`config.mk`:
```
export PLATFORM = sky130hd
export DESIGN_NAME = serial_adder
export DESIGN_NICKNAME = d
export VERILOG_FILES = /design/src/rtl/serial_adder.sv
export SDC_FILE = /design/constraint.sdc
export NUM_CORES = 1
export LEC_CHECK = 0
export CAP_MARGIN = 20
export CORE_ASPECT_RATIO = 1.25
export CORE_UTILIZATION = 54
export DETAILED_ROUTE_END_ITERATION = 8
export PLACE_DENSITY_LB_ADDON = 0.3
export SYNTH_ARGS = -nofsm -noshare
export SYNTH_HDL_FRONTEND = slang
export SYNTH_SLANG_ARGS = --single-unit
```
`constraint.sdc`:
```
create_clock -name clk -period 3 [get_ports clk]
set_input_delay 0.9 -clock clk [delete_from_list [all_inputs] [get_ports clk]]
set_output_delay 0.9 -clock clk [all_outputs]
set_load 0.05 [all_outputs]
```
`src/rtl/serial_adder.sv`:
```
// rtl/serial_adder.sv - bit-serial WIDTH-bit adder (a + b + carry_in), LSB first; optional overflow output under SERIAL_ADDER_OVF_EN
module serial_adder #(
    parameter int WIDTH = 4
) (
    input  logic             clk,
    input  logic             rst_n,
    input  logic             start,
    input  logic [WIDTH-1:0] a,
    input  logic [WIDTH-1:0] b,
    input  logic             carry_in,
    output logic             busy,
    output logic             done,
    output logic [WIDTH-1:0] sum,
    output logic             carry_out
`ifdef SERIAL_ADDER_OVF_EN
    ,
    output logic             overflow
`endif
);

    // bit counter needs at least one bit even when WIDTH == 1
    localparam int CW = (WIDTH > 1) ? $clog2(WIDTH) : 1;
    localparam logic [CW-1:0] CNT_LAST = CW'(WIDTH - 1);

    typedef enum logic [1:0] {
        IDLE = 2'd0,
        RUN  = 2'd1,
        DONE = 2'd2
    } state_t;

    state_t           state;
    logic [WIDTH-1:0] a_sh;
    logic [WIDTH-1:0] b_sh;
    logic [WIDTH-1:0] sum_sh;
    logic             carry;
    logic [CW-1:0]    cnt;

    logic             fa_s;
    logic             fa_c;
    logic [WIDTH-1:0] sum_next;

    // single full-adder cell working on the current LSBs and the carry flop
    assign fa_s = a_sh[0] ^ b_sh[0] ^ carry;
    assign fa_c = (a_sh[0] & b_sh[0]) | (carry & (a_sh[0] ^ b_sh[0]));

    // result bits enter at the MSB so the LSB-first stream lands in place
    generate
        if (WIDTH == 1) begin : g_sum_w1
            assign sum_next = fa_s;
        end else begin : g_sum_wn
            assign sum_next = {fa_s, sum_sh[WIDTH-1:1]};
        end
    endgenerate

    // control FSM plus datapath registers; all outputs are registered here
    always_ff @(posedge clk or negedge rst_n) begin
        if (!rst_n) begin
            state     <= IDLE;
            a_sh      <= '0;
            b_sh      <= '0;
            sum_sh    <= '0;
            carry     <= 1'b0;
            cnt       <= '0;
            busy      <= 1'b0;
            done      <= 1'b0;
            sum       <= '0;
            carry_out <= 1'b0;
`ifdef SERIAL_ADDER_OVF_EN
            overflow  <= 1'b0;
`endif
        end else begin
            case (state)
                IDLE: begin
                    done <= 1'b0;
                    if (start) begin
                        a_sh   <= a;
                        b_sh   <= b;
                        carry  <= carry_in;
                        cnt    <= '0;
                        sum_sh <= '0;
                        busy   <= 1'b1;
                        state  <= RUN;
                    end
                end
                RUN: begin
                    a_sh   <= a_sh >> 1;
                    b_sh   <= b_sh >> 1;
                    sum_sh <= sum_next;
                    carry  <= fa_c;
                    if (cnt == CNT_LAST) begin
                        sum       <= sum_next;
                        carry_out <= fa_c;
`ifdef SERIAL_ADDER_OVF_EN
                        // carry flop holds the carry into the MSB on this edge
                        overflow  <= carry ^ fa_c;
`endif
                        busy      <= 1'b0;
                        done      <= 1'b1;
                        state     <= DONE;
                    end else begin
                        cnt <= cnt + 1'b1;
                    end
                end
                DONE: begin
                    done  <= 1'b0;
                    state <= IDLE;
                end
                default: begin
                    busy  <= 1'b0;
                    done  <= 1'b0;
                    state <= IDLE;
                end
            endcase
        end
    end

endmodule
```
==> impl_metrics.csv, run 1 <==
group,metric,value,unit
power,p_leak,0.536,nW
setup_path,crit_type,"register to primary output",
cts,path_clk_slew,0.12,ns
synthesis,synth_cells,89,
setup_path,worstSetupPathDepth,1,
cells_and_area,layout_common_cells,"dfrtp_1, clkdlybuf4s50_1, o22ai_1, a21oi_1",
routing,via_per_inst,5.86,
sta,worst_slew_pin_slew,0.547,ns
synthesis,ys_types,26,
sta,finClkSkew,0.0115,ns
sta,drv_slew,0,
cells_and_area,nets,124,
sta,rsz0062_at_grt,"false",
synthesis,syn_nets,104,
cells_and_area,n_fill_cell,153,
sta,setup_viol,0,
synthesis,async_reset_ff_share,100,%
synthesis,synth_edf_count,0,
routing,drc,0,
sta,fin_hold_ws,0.512,ns
setup_path,r2r_cells,3,
sta,setup_ws,0.600,ns
global_routing,grt_pass1_vias,709,
floorplanning,floorplan.die_area,2090,um2
floorplanning,row_count,17,
setup_path,cp_num_buf_inv,1,
cts,clock-sinks,23,
place,dp_slack,0.638,ns
power,power_density,1140,nW/um2
setup_path,crit_path_end,"busy",
floorplanning,fp.dieW,41.1,um
synthesis,yosysWarnings,0,
global_routing,antenna_found_initial,0,
synthesis,synthesis.area,1030,um2
cts,ctsHoldBuffers,0,
cells_and_area,regArea,576,um2
setup_path,cp-end-kind,"primary output",
floorplanning,start_util,57.7,%
setup_path,crit_chain,"clkdlybuf4s50_1",
setup_path,crit_required,2.10,ns
place,dp_hpwl,1240,um
routing,post_drt_wl_per_cell,14.2,um
synthesis,syn_avg_cell_area,11.6,um2
floorplanning,die_h,50.9,um
cts,cts_tree,"yes",
routing,vias,744,
sta,fin_setup_tns,0,ns
cts,insertion_delay,0.32,ns
setup_path,critPathArrivalTime,1.50,ns
cts,htree_levels,1,
cts,ctsResizeCount,0,
sta,max-slew-margin-rel,63.3,%
cells_and_area,final_common_cell,"dfrtp_1",
global_routing,grt_max_degree,24,
cts,post_cts_buffers,0,
flow_run,maxCapViolCount,0,
sta,fin_crit,2.40,ns
setup_path,cpLargestDelayFamily,"buffers and inverters",
cells_and_area,final_util,69.1,%
cts,cts_buffers,3,
setup_path,max_stage_delay,0.81,ns
synthesis,ys_ff_latch,23,
run_status,status,"complete, no violations",
power,peakVddDrop,0.611,mV
routing,first_iter_violations,11,
cells_and_area,multi_input_area,405,um2
floorplanning,core_area,1790,um2
setup_path,reg2reg_from,"state[1]$_DFFE_PN0P_",
place,gp_congestion,0.744,
cells_and_area,diodes,0,
floorplanning,ios,19,
global_routing,grt_pass1_wl,3050,um
sta,fmax,0.417,GHz
synthesis,ys.flop_type,"dfrtp_1",
setup_path,reg2reg_to,"sum[0]$_DFFE_PN0P_",
sta,timing.final.crit_share,80.0,%
global_routing,grt_overflow,0,
cells_and_area,area_growth,19.8,%
sta,hold_viol_final,0,
cts,cts_root_buf,"clkbuf_4",
routing,drtPass1Iterations,4,
min_path,min-delay-path-class,"register to register",
setup_path,startpoint,"busy$_DFFE_PN0P_",
routing,finalWirelength,1800,um
cts,clockBufferDepth,2,
place,io_buffers,18,
cells_and_area,final_layout_size_suffix_gt1_share,14.8,%
setup_path,critPathMaxFanout,3,
setup_path,rrSetupSlack,1.61,ns
setup_path,slowest_stage,"clkdlybuf4s50_1",
setup_path,start_kind,"register",
synthesis,yosysSeqAreaShare,55.8,%
global_routing,grtUsageTotal,21.1,%
routing,ant_nets,0,
synth_stat cells (2+ instances only):
cell type	count	area (um2)
ha_1	2	25.0
nand2_1	4	15.0
a21oi_1	8	40.0
inv_1	3	11.3
mux2_2	5	56.3
o22ai_1	12	75.1
dfrtp_1	23	576
o2bb2ai_1	2	17.5
nor2_1	5	18.8
buf_6	2	22.5
a22o_1	3	26.3
o21ai_0	5	25.0
nand2b_1	2	12.5
per-layer routing:
layer / global-route usage, % / share of wire, %
met2: 30.7 / 46
met5: 0 / 0
met3: 3.04 / 4.2
met1: 30.1 / 48
met4: 10.0 / 1.7
sequential cells by signal, summed over array words and instances (netlist names):
signal and count:
sum_sh 3, done 1, cnt 2, carry 1, busy 1, carry_out 1
state 2, sum 4, a_sh 4, b_sh 4
kinds of logic after synthesis:
family / count (synthesis) / share of synthesized area, %
AND/OR/NAND/NOR: 16 / 8.74
buffers and inverters: 8 / 4.85
flip-flops: 23 / 55.8
multiplexers: 5 / 5.46
AO/OA/AOI/OAI: 34 / 20.8
adder cells (fa/ha/maj): 3 / 4.37
how the worst min path moves through the flow:
stage,startpoint,end,slack (ns),cells after the start
finish,done$_DFFE_PN0P_,done$_DFFE_PN0P_,0.51,2
floorplan,sum_sh[1]$_DFFE_PN0P_,sum_sh[1]$_DFFE_PN0P_,0.46,1
CTS,busy$_DFFE_PN0P_,busy$_DFFE_PN0P_,0.51,2
global route,sum[2]$_DFFE_PN0P_,sum[2]$_DFFE_PN0P_,0.55,1
global placement,busy$_DFFE_PN0P_,busy$_DFFE_PN0P_,0.47,2
detailed placement,busy$_DFFE_PN0P_,busy$_DFFE_PN0P_,0.48,2
worst min-delay path, cell delays in order (launching register included):
cell and delay [ns]:
dfrtp_1 0.37, nor2_1 0.04, nor2_1 0.07
power by group:
part / internal (mW) / switching [mW]
Clock: 0.0498 / 0.0945
Combinational: 0.298 / 0.388
Sequential: 0.452 / 0.120
stage by stage:
stage	instances	power (mW)	area (um2)
after detailed placement	123	1.26	1210
after floorplan	89	1.11	1030
after global placement	123	1.25	1210
after CTS	127	1.40	1230
final	127	1.40	1230
after global routing	127	1.50	1230
final cells by class:
type,instances,share of cell area [%]
sequential,23,46.6
multi-input combinational,58,32.8
timing repair buffer,19,15.2
tap,19,1.93
clock buffer,3,1.82
inverter,4,1.22
clock inverter,1,0.405
Power figures use the tool's default switching activity.
==> run 2: changes to the inputs <==
--- a/config.mk
+++ b/config.mk
@@ -7,7 +7,7 @@
 export LEC_CHECK = 0
 export CAP_MARGIN = 20
 export CORE_ASPECT_RATIO = 1.25
-export CORE_UTILIZATION = 54
+export CORE_UTILIZATION = 45
 export DETAILED_ROUTE_END_ITERATION = 8
 export PLACE_DENSITY_LB_ADDON = 0.3
 export SYNTH_ARGS = -nofsm -noshare
==> constraint.sdc (replaced) <==
create_clock -name clk -period 2.2 [get_ports clk]
set_input_delay 0.66 -clock clk [delete_from_list [all_inputs] [get_ports clk]]
set_output_delay 0.66 -clock clk [all_outputs]
set_load 0.05 [all_outputs]
==> impl_metrics.csv, run 2 (same netlist as run 1, synthesis figures left out) <==
group,metric,value,unit
run_status,status,"complete, no violations",
sta,drv_slew,0,
cells_and_area,final_layout_size_suffix_gt1_share,16.4,%
power,power_frac_clock,9.7,%
routing,post_drt_wl_per_cell,14.0,um
floorplanning,die_h,55.5,um
cells_and_area,multi_input_area,405,um2
power,p_leak,0.553,nW
routing,drtPass1Iterations,5,
cts,insertion_delay,0.30,ns
cells_and_area,final_common_cell,"dfrtp_1",
setup_path,cpLargestDelayFamily,"buffers and inverters",
sta,rsz0062_at_grt,"false",
cells_and_area,n_fill_cell,211,
setup_path,max_stage_delay,0.80,ns
sta,setup_viol,0,
routing,via_per_inst,5.32,
global_routing,grt_max_degree,24,
global_routing,antenna_found_initial,0,
power,pwr-share-seq,40.5,%
setup_path,r2r_cells,3,
cells_and_area,regArea,576,um2
place,postPlaceCellArea,1240,um2
power,p_sw,0.834,mW
cells_and_area,finalInstanceArea,1270,um2
power,comb_power_share,49.7,%
cells_and_area,nets,126,
cts,ctsHoldBuffers,0,
setup_path,start_kind,"register",
floorplanning,start_util,47.1,%
setup_path,crit_required,1.54,ns
routing,vias,750,
cells_and_area,reg_top3,"a_sh x4, b_sh x4, sum x4",
cts,path_clk_slew,0.12,ns
cells_and_area,area_growth,22.9,%
min_path,worstHoldStart,"done$_DFFE_PN0P_",
cts,post_cts_buffers,0,
flow_run,maxCapViolCount,0,
cells_and_area,diodes,0,
global_routing,grt_overflow,0,
setup_path,worstSetupPathDepth,1,
routing,finalWirelength,1970,um
power,internal_power,1.10,mW
setup_path,reg2reg_from,"state[1]$_DFFE_PN0P_",
setup_path,cp_num_buf_inv,1,
cts,cts_root_buf,"clkbuf_4",
global_routing,grt_pass1_vias,777,
sta,fmax,0.469,GHz
place,dp_hpwl,1430,um
setup_path,crit_type,"register to primary output",
setup_path,crit_chain,"clkdlybuf4s50_1",
setup_path,reg2reg_to,"carry_out$_DFFE_PN0P_",
sta,fin_crit,2.13,ns
place,gp_congestion,0.737,
sta,fin_setup_tns,0,ns
sta,hold_viol_final,0,
routing,ant_nets,0,
floorplanning,floorplan.die_area,2490,um2
cts,clock-sinks,23,
setup_path,rrSetupSlack,0.80,ns
min_path,whs_endpoint,"done$_DFFE_PN0P_",
global_routing,grtUsageTotal,17.8,%
setup_path,cp-end-kind,"primary output",
floorplanning,row_count,19,
power,power,1.94,mW
power,peakVddDrop,0.734,mV
setup_path,critPathArrivalTime,1.47,ns
sta,worst_slew_pin_slew,0.500,ns
min_path,min-delay-path-class,"register to register",
sta,finClkSkew,0.00116,ns
floorplanning,core_area,2190,um2
cts,cts_tree,"yes",
cts,clockBufferDepth,2,
floorplanning,ios,19,
sta,max-slew-margin-rel,66.6,%
floorplanning,fp.dieW,44.8,um
power,power_density,1530,nW/um2
cells_and_area,layout_common_cells,"dfrtp_1, clkdlybuf4s50_1, o22ai_1, a21oi_1",
routing,first_iter_violations,7,
min_path,hold_depth,2,
routing,drc,0,
setup_path,slowest_stage,"clkdlybuf4s50_1",
power,netSwitchingFraction,43.1,%
cts,cts_buffers,3,
setup_path,critPathMaxFanout,2,
global_routing,grt_pass1_wl,3320,um
sta,timing.final.crit_share,97.0,%
cts,htree_levels,1,
place,io_buffers,18,
cells_and_area,final_util,58.0,%
## run 2: cell types whose count changed in the layout (fill, tap and decap cells not counted), sizes merged
cell           previous run  this run
dlymetal6s2s              0         1
buf                       1         3
clkdlybuf4s50            18        17
## run 2: timing repair
action / 4_1_cts / 5_1_grt
resized for setup: 0 / 1
setup endpoints to repair: 0 / 1
hold endpoints to repair: 0 / 0
## run 2: worst max path at each step
| stage | startpoint | endpoint | slack [ns] |
|---|---|---|---|
| finish | carry_out$_DFFE_PN0P_ | carry_out | 0.07 |
| global route | done$_DFFE_PN0P_ | done | 0.02 |
| CTS | busy$_DFFE_PN0P_ | busy | 0.03 |
| detailed placement | start | b_sh[0]$_DFFE_PN0P_ | 0.32 |
| global placement | start | a_sh[2]$_DFFE_PN0P_ | 0.36 |
| floorplan | start | sum_sh[1]$_DFFE_PN0P_ | 0.81 |
## run 2: per-stage QoR
stage                     setup slack (ns)  cells  hold slack (ns)
after floorplan                      0.808     89            0.364
after global placement               0.365    137            0.471
after detailed placement             0.319    137            0.486
after CTS                           0.0296    141            0.519
after global routing                0.0241    141            0.548
final                               0.0657    141            0.513
## run 2: final cells by class
class	instances	share of cell area, %
Sequential cell	23	45.4
Multi-Input combinational cell	58	32.0
Timing Repair Buffer	21	16.2
Tap cell	31	3.06
Clock buffer	3	1.78
Inverter	4	1.18
Clock inverter	1	0.395
## run 2: power groups by stage
stage / Sequential (mW) / Clock [mW] / Combinational [mW]
2_1_floorplan: 0.939 / 0 / 0.568
3_3_place_gp: 0.782 / 0 / 0.933
3_5_place_dp: 0.795 / 0 / 0.975
4_1_cts: 0.785 / 0.197 / 0.979
5_1_grt: 0.808 / 0.208 / 1.05
6_report: 0.785 / 0.189 / 0.963
## run 2: layer usage
layer / track usage, % / up-vias / part of all wire [%]
met3: 1.96 / 5 / 2.4
met5: 0 / - / 0
met2: 29.8 / 14 / 52
met1: 22.5 / 365 / 44
met4: 7.79 / 0 / 1.7
li1: - / 366 / -
==> run 3: changes to the inputs <==
--- a/config.mk
+++ b/config.mk
@@ -7,9 +7,10 @@
 export LEC_CHECK = 0
 export CAP_MARGIN = 20
 export CORE_ASPECT_RATIO = 1.25
+export CORE_MARGIN = 2
 export CORE_UTILIZATION = 45
 export DETAILED_ROUTE_END_ITERATION = 8
-export PLACE_DENSITY_LB_ADDON = 0.3
+export PLACE_DENSITY = 0.73
 export SYNTH_ARGS = -nofsm -noshare
 export SYNTH_HDL_FRONTEND = slang
 export SYNTH_SLANG_ARGS = --single-unit
==> impl_metrics.csv, run 3 (same netlist as run 1, synthesis figures left out) <==
group,metric,value,unit
power,power,1.92,mW
cells_and_area,multi_input_area,405,um2
power,comb_power_share,49.7,%
sta,fin_crit,2.12,ns
cells_and_area,layout_common_cells,"dfrtp_1, clkdlybuf4s50_1, o22ai_1, a21oi_1",
cells_and_area,final_common_cell,"dfrtp_1",
setup_path,cp_num_buf_inv,1,
sta,max-slew-margin-rel,66.6,%
cts,cts_tree,"yes",
power,power_frac_clock,9.7,%
floorplanning,die_h,57.5,um
place,gp_congestion,0.721,
global_routing,grt_max_degree,24,
sta,worst_slew_pin_slew,0.500,ns
flow_run,maxCapViolCount,0,
cells_and_area,nets,126,
setup_path,crit_chain,"clkdlybuf4s50_1",
sta,setup_viol,0,
cts,cts_root_buf,"clkbuf_4",
routing,via_per_inst,5.33,
routing,first_iter_violations,14,
floorplanning,floorplan.die_area,2690,um2
min_path,min-delay-path-class,"register to register",
setup_path,critPathArrivalTime,1.46,ns
sta,finClkSkew,0.00571,ns
sta,timing.final.crit_share,96.2,%
routing,vias,751,
cells_and_area,n_fill_cell,195,
floorplanning,ios,19,
place,io_buffers,18,
global_routing,grt_pass1_vias,728,
cells_and_area,reg_top3,"a_sh x4, b_sh x4, sum x4",
place,postPlaceCellArea,1230,um2
routing,ant_nets,0,
setup_path,slowest_stage,"clkdlybuf4s50_1",
setup_path,critPathMaxFanout,2,
sta,fmax,0.473,GHz
floorplanning,start_util,47.1,%
setup_path,crit_required,1.54,ns
place,placed_cells_incl_taps,137,
power,netSwitchingFraction,42.7,%
setup_path,max_stage_delay,0.80,ns
cells_and_area,final_cells,141,
cells_and_area,area_growth,22.3,%
cts,clock-sinks,23,
sta,hold_viol_final,0,
power,internal_power,1.10,mW
cts,insertion_delay,0.30,ns
power,peakVddDrop,0.790,mV
floorplanning,fp.dieW,46.8,um
power,p_leak,0.553,nW
cells_and_area,finalInstanceArea,1260,um2
global_routing,grt_pass1_wl,3240,um
setup_path,cp-end-kind,"primary output",
setup_path,crit_type,"register to primary output",
cts,cts_buffers,3,
cts,path_clk_slew,0.12,ns
setup_path,start_kind,"register",
cts,htree_levels,1,
global_routing,grtUsageTotal,16.3,%
cts,ctsHoldBuffers,0,
global_routing,grt_overflow,0,
power,p_sw,0.819,mW
cts,clockBufferDepth,2,
routing,finalWirelength,1900,um
cells_and_area,regArea,576,um2
power,power_density,1520,nW/um2
setup_path,cpLargestDelayFamily,"buffers and inverters",
place,dp_hpwl,1370,um
sta,fin_setup_tns,0,ns
routing,drtPass1Iterations,4,
routing,drc,0,
power,pwr-share-seq,40.6,%
sta,drv_slew,0,
sta,rsz0062_at_grt,"false",
global_routing,antenna_found_initial,0,
floorplanning,row_count,19,
cells_and_area,diodes,0,
floorplanning,core_area,2190,um2
cells_and_area,final_layout_size_suffix_gt1_share,17.3,%
run_status,status,"complete, no violations",
routing,post_drt_wl_per_cell,13.5,um
run 3: through the flow:
stage	setup WS [ns]	hold slack, ns	util [%]
3_3_place_gp	0.317	0.474	56.4
4_1_cts	0.0614	0.513	57.6
3_5_place_dp	0.287	0.481	56.4
6_report	0.0838	0.511	57.7
5_1_grt	0.0123	0.533	57.7
2_1_floorplan	0.808	0.364	-
run 3: final timing paths:
check / startpoint / endpoint / slack (ns) / cells past startpoint
worst max-delay path: sum[0]$_DFFE_PN0P_ / sum[0] / 0.08 / 1
worst min-delay path: sum_sh[1]$_DFFE_PN0P_ / sum_sh[1]$_DFFE_PN0P_ / 0.51 / 1
worst max register to register: state[1]$_DFFE_PN0P_ / carry_out$_DFFE_PN0P_ / 0.81 / 3
worst min register to register: sum_sh[1]$_DFFE_PN0P_ / sum_sh[1]$_DFFE_PN0P_ / 0.51 / 1
max in group asynchronous: rst_n / sum_sh[3]$_DFFE_PN0P_ / 1.28 / 2
min in group asynchronous: rst_n / sum[0]$_DFFE_PN0P_ / 0.69 / 2
run 3: cell type report:
class	count	share of cell area, %
sequential	23	45.6
multi-input combinational	58	32.1
timing repair buffer	21	15.9
tap	31	3.08
clock buffer	4	2.08
inverter	4	1.19
run 3: repair_timing:
item,in CTS,in global routing
buffers inserted,0,0
gates resized for setup,0,1
setup endpoints to repair,0,1
run 3: power by group through the flow:
stage	logic, mW	clock network (mW)	registers, mW
floorplan	0.568	0	0.939
global placement	0.931	0	0.781
detailed placement	0.961	0	0.789
CTS	0.963	0.194	0.778
global route	1.05	0.222	0.803
finish	0.954	0.187	0.778
run 3: layer usage:
| metal | vias to the layer above | routed length (um) | track usage (%) | share of wire, % |
|---|---|---|---|---|
| met1 | 368 | 866 | 22.8 | 46 |
| met2 | 15 | 933 | 24.7 | 49 |
| met3 | 2 | 77 | 3.16 | 4.1 |
| met4 | 0 | 22 | 5.95 | 1.2 |
| li1 | 366 | - | - | - |
| met5 | - | 0 | 0 | 0 |
